`src/rtl/clint_axi_master_if.sv`:
```
// clint_axi_master_if: request/response port plus AXI4-lite-style channels between the initiator and the CLINT slave.
interface clint_axi_master_if #(
  parameter int ADDR_W = 32
);
  logic              req_valid;
  logic              req_ready;
  logic              req_we;
  logic [ADDR_W-1:0] req_addr;
  logic [31:0]       req_wdata;
  logic [3:0]        req_wstrb;
  logic              rsp_valid;
  logic [31:0]       rsp_rdata;
  logic              rsp_err;
  logic [ADDR_W-1:0] awaddr;
  logic              awvalid;
  logic              awready;
  logic [31:0]       wdata;
  logic [3:0]        wstrb;
  logic              wlast;
  logic              wvalid;
  logic              wready;
  logic [1:0]        bresp;
  logic              bvalid;
  logic              bready;
  logic [ADDR_W-1:0] araddr;
  logic              arvalid;
  logic              arready;
  logic [31:0]       rdata;
  logic [1:0]        rresp;
  logic              rvalid;
  logic              rready;
  modport master (
    input  req_valid, req_we, req_addr, req_wdata, req_wstrb,
    input  awready, wready, bresp, bvalid, arready, rdata, rresp, rvalid,
    output req_ready, rsp_valid, rsp_rdata, rsp_err,
    output awaddr, awvalid, wdata, wstrb, wlast, wvalid, bready, araddr, arvalid, rready
  );
  modport slave (
    output req_valid, req_we, req_addr, req_wdata, req_wstrb,
    output awready, wready, bresp, bvalid, arready, rdata, rresp, rvalid,
    input  req_ready, rsp_valid, rsp_rdata, rsp_err,
    input  awaddr, awvalid, wdata, wstrb, wlast, wvalid, bready, araddr, arvalid, rready
  );
endinterface

```
`src/rtl/clint_axi_master.sv`:
```
// clint_axi_master: single-outstanding initiator turning valid/ready requests into single-beat AXI reads/writes.
// Define CLINT_AXI_MST_TIMEOUT_EN to abort a stalled transaction with an error response after TIMEOUT_CYCLES.
module clint_axi_master #(
  parameter int ADDR_W         = 32,
  parameter int TIMEOUT_CYCLES = 256
) (
  input logic                clk_i,
  input logic                rst_ni,
  clint_axi_master_if.master bus
);
  typedef enum logic [2:0] {IDLE, WR_REQ, WR_RESP, RD_REQ, RD_RESP} state_e;
  state_e            state_q, state_d;
  logic [ADDR_W-1:0] addr_q, addr_d;
  logic [31:0]       wdata_q, wdata_d, rsp_rdata_q, rsp_rdata_d;
  logic [3:0]        wstrb_q, wstrb_d;
  logic              awvalid_q, awvalid_d, wvalid_q, wvalid_d, arvalid_q, arvalid_d;
  logic              ready_q, rsp_valid_q, rsp_valid_d, rsp_err_q, rsp_err_d;
  logic              accept, timeout, unused_resp;
  assign accept      = bus.req_valid & ready_q;
  assign unused_resp = ^{bus.bresp[0], bus.rresp[0]};
`ifdef CLINT_AXI_MST_TIMEOUT_EN
  localparam int CW = $clog2(TIMEOUT_CYCLES + 1);
  logic [CW-1:0] cnt_q;
  // Decided one cycle ahead so the registered error response lands TIMEOUT_CYCLES after acceptance.
  assign timeout = (state_q != IDLE) && (cnt_q == CW'(TIMEOUT_CYCLES - 2));
  always_ff @(posedge clk_i or negedge rst_ni)
    if (!rst_ni) cnt_q <= '0;
    else cnt_q <= accept ? '0 : (state_q != IDLE) ? cnt_q + 1'b1 : cnt_q;
`else
  localparam int unused_timeout_cycles = TIMEOUT_CYCLES;
  assign timeout = 1'b0;
`endif
  always_comb begin
    state_d     = state_q;
    addr_d      = accept ? bus.req_addr : addr_q;
    wdata_d     = accept ? bus.req_wdata : wdata_q;
    wstrb_d     = accept ? bus.req_wstrb : wstrb_q;
    awvalid_d   = accept ? bus.req_we : awvalid_q & ~bus.awready;
    wvalid_d    = accept ? bus.req_we : wvalid_q & ~bus.wready;
    arvalid_d   = accept ? ~bus.req_we : arvalid_q & ~bus.arready;
    rsp_valid_d = 1'b0;
    rsp_rdata_d = rsp_rdata_q;
    rsp_err_d   = rsp_err_q;
    case (state_q)
      IDLE:    if (accept) state_d = bus.req_we ? WR_REQ : RD_REQ;
      WR_REQ:  if (!awvalid_d && !wvalid_d) state_d = WR_RESP;
      WR_RESP: if (bus.bvalid) begin
        state_d     = IDLE;
        rsp_valid_d = 1'b1;
        rsp_rdata_d = '0;
        rsp_err_d   = bus.bresp[1];
      end
      RD_REQ:  if (!arvalid_d) state_d = RD_RESP;
      RD_RESP: if (bus.rvalid) begin
        state_d     = IDLE;
        rsp_valid_d = 1'b1;
        rsp_rdata_d = bus.rdata;
        rsp_err_d   = bus.rresp[1];
      end
      default: state_d = IDLE;
    endcase
    if (timeout) begin
      state_d     = IDLE;
      awvalid_d   = 1'b0;
      wvalid_d    = 1'b0;
      arvalid_d   = 1'b0;
      rsp_valid_d = 1'b1;
      rsp_rdata_d = '0;
      rsp_err_d   = 1'b1;
    end
  end
  always_ff @(posedge clk_i or negedge rst_ni)
    if (!rst_ni) begin
      state_q     <= IDLE;
      addr_q      <= '0;
      wdata_q     <= '0;
      wstrb_q     <= '0;
      awvalid_q   <= 1'b0;
      wvalid_q    <= 1'b0;
      arvalid_q   <= 1'b0;
      ready_q     <= 1'b0;
      rsp_valid_q <= 1'b0;
      rsp_rdata_q <= '0;
      rsp_err_q   <= 1'b0;
    end else begin
      state_q     <= state_d;
      addr_q      <= addr_d;
      wdata_q     <= wdata_d;
      wstrb_q     <= wstrb_d;
      awvalid_q   <= awvalid_d;
      wvalid_q    <= wvalid_d;
      arvalid_q   <= arvalid_d;
      ready_q     <= state_d == IDLE;
      rsp_valid_q <= rsp_valid_d;
      rsp_rdata_q <= rsp_rdata_d;
      rsp_err_q   <= rsp_err_d;
    end
  assign bus.req_ready = ready_q;
  assign bus.rsp_valid = rsp_valid_q;
  assign bus.rsp_rdata = rsp_rdata_q;
  assign bus.rsp_err   = rsp_err_q;
  assign bus.awaddr    = addr_q;
  assign bus.araddr    = addr_q;
  assign bus.awvalid   = awvalid_q;
  assign bus.wvalid    = wvalid_q;
  assign bus.arvalid   = arvalid_q;
  assign bus.wdata     = wdata_q;
  assign bus.wstrb     = wstrb_q;
  assign bus.wlast     = 1'b1;
  assign bus.bready    = state_q == WR_RESP;
  assign bus.rready    = state_q == RD_RESP;
endmodule
```
`src/flat_wrapper.sv`:
```
// flat-port wrapper written by rule: the top's interface ports become plain ports
module clint_axi_master_flat 
#(
  parameter int ADDR_W         = 32,
  parameter int TIMEOUT_CYCLES = 256
)
  (clk_i, rst_ni, bus_req_valid, bus_req_we, bus_req_addr, bus_req_wdata, bus_req_wstrb, bus_awready, bus_wready, bus_bresp, bus_bvalid, bus_arready, bus_rdata, bus_rresp, bus_rvalid, bus_req_ready, bus_rsp_valid, bus_rsp_rdata, bus_rsp_err, bus_awaddr, bus_awvalid, bus_wdata, bus_wstrb, bus_wlast, bus_wvalid, bus_bready, bus_araddr, bus_arvalid, bus_rready);
  clint_axi_master_if #(.ADDR_W(ADDR_W)) bus_i ();
  input logic clk_i;
  input logic rst_ni;
  input wire logic [$bits(bus_i.req_valid)-1:0] bus_req_valid;
  input wire logic [$bits(bus_i.req_we)-1:0] bus_req_we;
  input wire logic [$bits(bus_i.req_addr)-1:0] bus_req_addr;
  input wire logic [$bits(bus_i.req_wdata)-1:0] bus_req_wdata;
  input wire logic [$bits(bus_i.req_wstrb)-1:0] bus_req_wstrb;
  input wire logic [$bits(bus_i.awready)-1:0] bus_awready;
  input wire logic [$bits(bus_i.wready)-1:0] bus_wready;
  input wire logic [$bits(bus_i.bresp)-1:0] bus_bresp;
  input wire logic [$bits(bus_i.bvalid)-1:0] bus_bvalid;
  input wire logic [$bits(bus_i.arready)-1:0] bus_arready;
  input wire logic [$bits(bus_i.rdata)-1:0] bus_rdata;
  input wire logic [$bits(bus_i.rresp)-1:0] bus_rresp;
  input wire logic [$bits(bus_i.rvalid)-1:0] bus_rvalid;
  output wire logic [$bits(bus_i.req_ready)-1:0] bus_req_ready;
  output wire logic [$bits(bus_i.rsp_valid)-1:0] bus_rsp_valid;
  output wire logic [$bits(bus_i.rsp_rdata)-1:0] bus_rsp_rdata;
  output wire logic [$bits(bus_i.rsp_err)-1:0] bus_rsp_err;
  output wire logic [$bits(bus_i.awaddr)-1:0] bus_awaddr;
  output wire logic [$bits(bus_i.awvalid)-1:0] bus_awvalid;
  output wire logic [$bits(bus_i.wdata)-1:0] bus_wdata;
  output wire logic [$bits(bus_i.wstrb)-1:0] bus_wstrb;
  output wire logic [$bits(bus_i.wlast)-1:0] bus_wlast;
  output wire logic [$bits(bus_i.wvalid)-1:0] bus_wvalid;
  output wire logic [$bits(bus_i.bready)-1:0] bus_bready;
  output wire logic [$bits(bus_i.araddr)-1:0] bus_araddr;
  output wire logic [$bits(bus_i.arvalid)-1:0] bus_arvalid;
  output wire logic [$bits(bus_i.rready)-1:0] bus_rready;
  assign bus_i.req_valid = bus_req_valid;
  assign bus_i.req_we = bus_req_we;
  assign bus_i.req_addr = bus_req_addr;
  assign bus_i.req_wdata = bus_req_wdata;
  assign bus_i.req_wstrb = bus_req_wstrb;
  assign bus_i.awready = bus_awready;
  assign bus_i.wready = bus_wready;
  assign bus_i.bresp = bus_bresp;
  assign bus_i.bvalid = bus_bvalid;
  assign bus_i.arready = bus_arready;
  assign bus_i.rdata = bus_rdata;
  assign bus_i.rresp = bus_rresp;
  assign bus_i.rvalid = bus_rvalid;
  assign bus_req_ready = bus_i.req_ready;
  assign bus_rsp_valid = bus_i.rsp_valid;
  assign bus_rsp_rdata = bus_i.rsp_rdata;
  assign bus_rsp_err = bus_i.rsp_err;
  assign bus_awaddr = bus_i.awaddr;
  assign bus_awvalid = bus_i.awvalid;
  assign bus_wdata = bus_i.wdata;
  assign bus_wstrb = bus_i.wstrb;
  assign bus_wlast = bus_i.wlast;
  assign bus_wvalid = bus_i.wvalid;
  assign bus_bready = bus_i.bready;
  assign bus_araddr = bus_i.araddr;
  assign bus_arvalid = bus_i.arvalid;
  assign bus_rready = bus_i.rready;
  clint_axi_master #(.ADDR_W(ADDR_W), .TIMEOUT_CYCLES(TIMEOUT_CYCLES)) u_core (.clk_i(clk_i), .rst_ni(rst_ni), .bus(bus_i));
endmodule
```
`config.mk`:
```
export PLATFORM = sky130hd
export DESIGN_NAME = clint_axi_master_flat
export DESIGN_NICKNAME = d
export VERILOG_FILES = /design/src/rtl/clint_axi_master_if.sv /design/src/rtl/clint_axi_master.sv /design/src/flat_wrapper.sv
export SDC_FILE = /design/constraint.sdc
export NUM_CORES = 1
export LEC_CHECK = 0
export CORE_MARGIN = 5
export CORE_UTILIZATION = 42
export CTS_BUF_LIST = sky130_fd_sc_hd__clkbuf_16
export CTS_CLUSTER_DIAMETER = 40
export DETAILED_ROUTE_END_ITERATION = 10
export PLACE_DENSITY = 0.87
export SLEW_MARGIN = 0
export SYNTH_ARGS = -nofsm -noshare
export SYNTH_HDL_FRONTEND = slang
export SYNTH_SLANG_ARGS = --single-unit
export TNS_END_PERCENT = 30
```
`constraint.sdc`:
```
create_clock -name clk_i -period 3.56 [get_ports clk_i]
set_input_delay 0.356 -clock clk_i [delete_from_list [all_inputs] [get_ports clk_i]]
set_output_delay 0.356 -clock clk_i [all_outputs]
set_load 0.005 [all_outputs]
```
-- Word-level counts from Yosys, hierarchy flattened
Index checks and enable logic that the tools add are counted.
- flip-flop bits (word level): 109
- input bits: 113
- output and inout port bits: 141
- logic and storage cells: 51
- equal/unequal tests: 6
- mux-type cells: 19
- bitwise gates (word level): 8
- reductions and logical operators: 7
- operators with widths (operator ; number):
    32-bit two-way mux ; 2
    32-bit case mux with 2 select lines ; 1
    3-bit two-way mux ; 5
    3-bit case mux with 5 select lines ; 1
    1-bit two-way mux ; 7
    3-bit by 2-bit equality test with 1-bit output, second input constant ; 2
    3-bit zero test ; 2
    1-bit AND ; 4
    2-bit != test, second input constant ; 2
    1-bit inverter ; 4
    1-bit case mux with 2 select lines ; 2
    3-bit by 1-bit equality test with 1-bit output, second input constant ; 1
    3-bit equality test, second input constant ; 1
    3-bit AND reduction ; 1
    1-bit zero test ; 2
    2-bit two-way mux ; 1
    2-bit nonzero test ; 1
    1-bit logical AND ; 1

-- Depth between registers and ports, before layout
- depth after elaboration: 8
- mapped depth: 7
- mapped depth without buffers: 4

-- Least setup slack after synthesis
No wires, ideal clock.
- kind: reg-to-reg
- start point: register u_core.state_q[1]
- end point: register u_core.rsp_rdata_q[11], in the netlist u_core.bus.rsp_rdata[11]
- library setup time: 120 ps
- data arrival time: 1279 ps
- required time: 3440 ps
- setup slack: 2161 ps
- stages on the path, launching flop included: 7
- path buffers: 3
- period minus slack after synthesis: 1399 ps
- cells stage by stage: dfrtp_1 > buf_6 > nand3b_1 > a21o_1 > buf_6 > buf_6 > a22o_4
- cells in the longest elaborated chain, start to end: 3
- elaborated cells on any way between the ends: 7
- classes of those cells: 4 x eq/ne; 1 x mux; 2 x reduce/logical
- RTL lines (item ; line ; source):
    start, declared ; clint_axi_master.sv:12 ; state_e state_q, state_d;
    start signal, assigned ; clint_axi_master.sv:86 ; state_q <= state_d;
    3-bit equality test / 3-bit by 2-bit equality test with 1-bit output (equally long branches) ; clint_axi_master.sv:44 ; case (state_q)
    2-bit != test (no line) / 2-bit nonzero test (equally long branches) ; n/a ;
    3-bit AND reduction (no line) ; n/a ;
    end signal, assigned ; clint_axi_master.sv:95 ; rsp_rdata_q <= rsp_rdata_d;
    end, declared ; clint_axi_master.sv:14 ; logic [31:0] wdata_q, wdata_d, rsp_rdata_q, rsp_rdata_d;
Several ways; a longest one is shown, not always the timed one.
A chain may end at the register's enable or synchronous reset.

-- Worst setup path after layout
- start point: register u_core.state_q[1]
- end point: output port bus_bready
- cells in the longest elaborated chain, start to end: 1
- RTL lines (item ; line ; source):
    3-bit by 2-bit equality test with 1-bit output ; clint_axi_master.sv:110 ; assign bus.bready = state_q == WR_RESP;
    end, declared ; flat_wrapper.sv:34 ; output wire logic [$bits(bus_i.bready)-1:0] bus_bready;
Every way passes these cells.

==> metrics <==
status=completed; DR DRC count=0; setup bufs post-CTS=0; 1st-pass router iterations=4; largest net degree at the start of global routing=67; clock latency on the worst-skew pair=0.33 ns; synth top area cells=dfrtp_1 (60%), nand2_1 (17%), a22o_1 (5.6%), buf_4 (5.5%), buf_6 (1.5%); data required time of the worst path=3.20 ns; Pwr Total=0.00576 W; Least-Margin Pin Slew=1.19 ns; area delta synth->final=56.6%; cell row count=37; CTS tree=built; post-cts sizing count=0; nets@finish=763; crit-path cells=inv_1 > nor3_1 > clkdlybuf4s50_1; Synth top area share=0.605; vias in the first global route=3977; Die Y=114 um; Routed Antenna Nets=0; relative slew slack=0.205; Final setup viols=0; CTS root buf=clkbuf_16; I/O pin count=254; Primary FF master, synth=dfrtp_1; drt wl/cell=16.5 um; Die W=114 um; full die area=12900 um^2; Vias/cell=4.78; max-slew violations=0; Synth Register Bits=109; Worst Reg-to-Reg Cells=3; Setup Crit Path Kind=flip-flop to output pin; FF-to-FF End=u_core.bus.rsp_err; initial drt markers=185; CP max stage delay=0.60 ns; ANT cells=0; Hold WS=0.101 ns; Max Cap Violations=0; Max Fclk=0.457 GHz; clock slew at reported path FFs=0.08 ns; layout cell share with drive strength beyond 1=0.0443; Post-synth EDFFs=0; clk_skew=0.0134 ns; RSZ-0062 raised after global routing=false; Tightest Hold Check Type=input pin to asynchronous set/reset pin; cts-stage hold buffer count=0; Layout Cells excl Fill=791; Pwr Density=815 nW/um^2; Critical Path Start Type=flip-flop; synthesized cell area=4510 um^2; endpoint type of the worst setup path=output pin; antenna violations before repair=0; Filler cells=798; sequential area share after synthesis=0.605; CTS max path bufs=2; Final Hold Fails=0; Buf+Inv Stages, Crit Path=2; Routed WL=13.1 mm; worst-path fanout max=10; FF-to-FF Start=u_core.state_q[1]; IO Port Bufs=250; total congestion overflow=0; yosys warns=0; Placer Congestion=0.818; biggest area consumer among synthesized cells=dfrtp_1; Post-Place Cells=775; H-tree Lvls=3; FFs w/ async S/R, synth=1.00; Slowest-stage cell, CP=dfrtp_1; Synth Instances=444; count of cell types in the netlist=33; post-route cell area=7060 um^2; Worst Path Arrival=1.83 ns; R2R Setup Slk=1.45 ns; Core ar.=10400 um^2; Mapped Avg Cell Area=10.2 um^2; via count=3782; share of the cycle needed by the critical path after routing=0.615; initial core utilization=0.433; Largest delay share family, worst path=buffers and inverters; VDD IR max=0.462 mV; GRT Total Usage=0.197; Post-DP Area=6770 um^2; TritonCTS Buffers=9; LEAKAGE=3.33 nW; Post-Syn Nets=557; hpwl dp=9.93 mm; Setup TNS=0 ns; Period minus WS final=2.19 ns; global-route wire length before repair=20.6 mm; Num Clock Sinks=109
## placed cells by master (no fill, tap or decap), types with 3 or more instances in the layout
cell,Yosys,layout
a21oi_1,4,4
a22o_1,29,29
a22o_4,3,3
buf_4,33,5
clkbuf_16,0,9
clkdlybuf4s50_1,0,249
dfrtp_1,109,109
inv_1,4,5
nand2_1,207,206
nand2b_1,3,3
o21ai_0,5,5
## through the flow
step / util / worst slack, ns
floorplan: - / 2.16
finish: 0.678 / 1.37
global route: 0.678 / 1.22
CTS: 0.678 / 1.35
global placement: 0.650 / 1.34
detailed placement: 0.650 / 1.27
## synthesized netlist by cell type (3+ instances only)
master and instances:
dfrtp_1 109, a22o_4 3, buf_6 6, nand2b_1 3, inv_1 4, a22o_1 29, clkbuf_1 12, a21oi_1 4
nand2_1 207, buf_4 33, o21ai_0 5
## worst max-delay path by stage
stage                                  from                        to  cells past startpoint
after CTS                 u_core.state_q[1]                bus_bready                      3
after detailed placement      bus_req_valid       u_core.bus.wdata[0]                      5
after global placement        bus_req_valid      u_core.bus.wdata[22]                      5
final                     u_core.state_q[1]                bus_bready                      3
after global routing      u_core.state_q[1]                bus_bready                      3
after floorplan           u_core.state_q[1]  u_core.bus.rsp_rdata[11]                      6
## kinds of logic (layout without fill, tap and decap cells)
logic type,count (synthesis),after routing,synth area share
buf+inv,63,274,0.103
flops,109,109,0.605
mux,1,1,0.00222
compound gates,49,49,0.0927
other cells,1,1,0.000831
simple gates,221,221,0.197
## layer usage
metal  vias up  routed length, um  global-route usage
li1       1786                  -                   -
met1      1816               4910               0.235
met2       164               6750               0.344
met3        16               1140              0.0621
met4         0                262              0.0569
met5         -                  0                   0
## registers in the layout, indices dropped and copies added, names as in the netlist
| signal | count |
|---|---|
| u_core.bus.awvalid | 1 |
| u_core.bus.araddr | 32 |
| u_core.bus.wdata | 32 |
| u_core.bus.rsp_valid | 1 |
| u_core.bus.rsp_err | 1 |
| u_core.bus.wstrb | 4 |
| u_core.state_q | 3 |
| u_core.bus.req_ready | 1 |
| u_core.bus.arvalid | 1 |
| u_core.bus.wvalid | 1 |
| u_core.bus.rsp_rdata | 32 |
## worst reg2reg max path, cell delays in order, from the launching register on
cell	delay [ns]
dfrtp_1	0.60
nand3b_1	0.17
a21o_1	0.91
o21ai_0	0.24
## power by group
part / total, W / switching (W) / leakage, nW / internal (W)
Combinational: 0.00257 / 0.000947 / 1.78 / 0.00162
Sequential: 0.00218 / 0.000399 / 1.40 / 0.00178
Clock: 0.00100 / 0.000455 / 0.149 / 0.000549
Total: 0.00576 / 0.00180 / 3.33 / 0.00395
## layout make-up
type	count	area, um^2	area share
Inverter	4	15.0	0.00213
Tap cell	136	170	0.0241
Timing Repair Buffer	254	2530	0.358
Sequential cell	109	2730	0.386
Multi-Input combinational cell	272	1320	0.187
Clock buffer	9	225	0.0319
Clock inverter	7	72.6	0.0103
No activity file was read; power rests on OpenSTA's default activity.
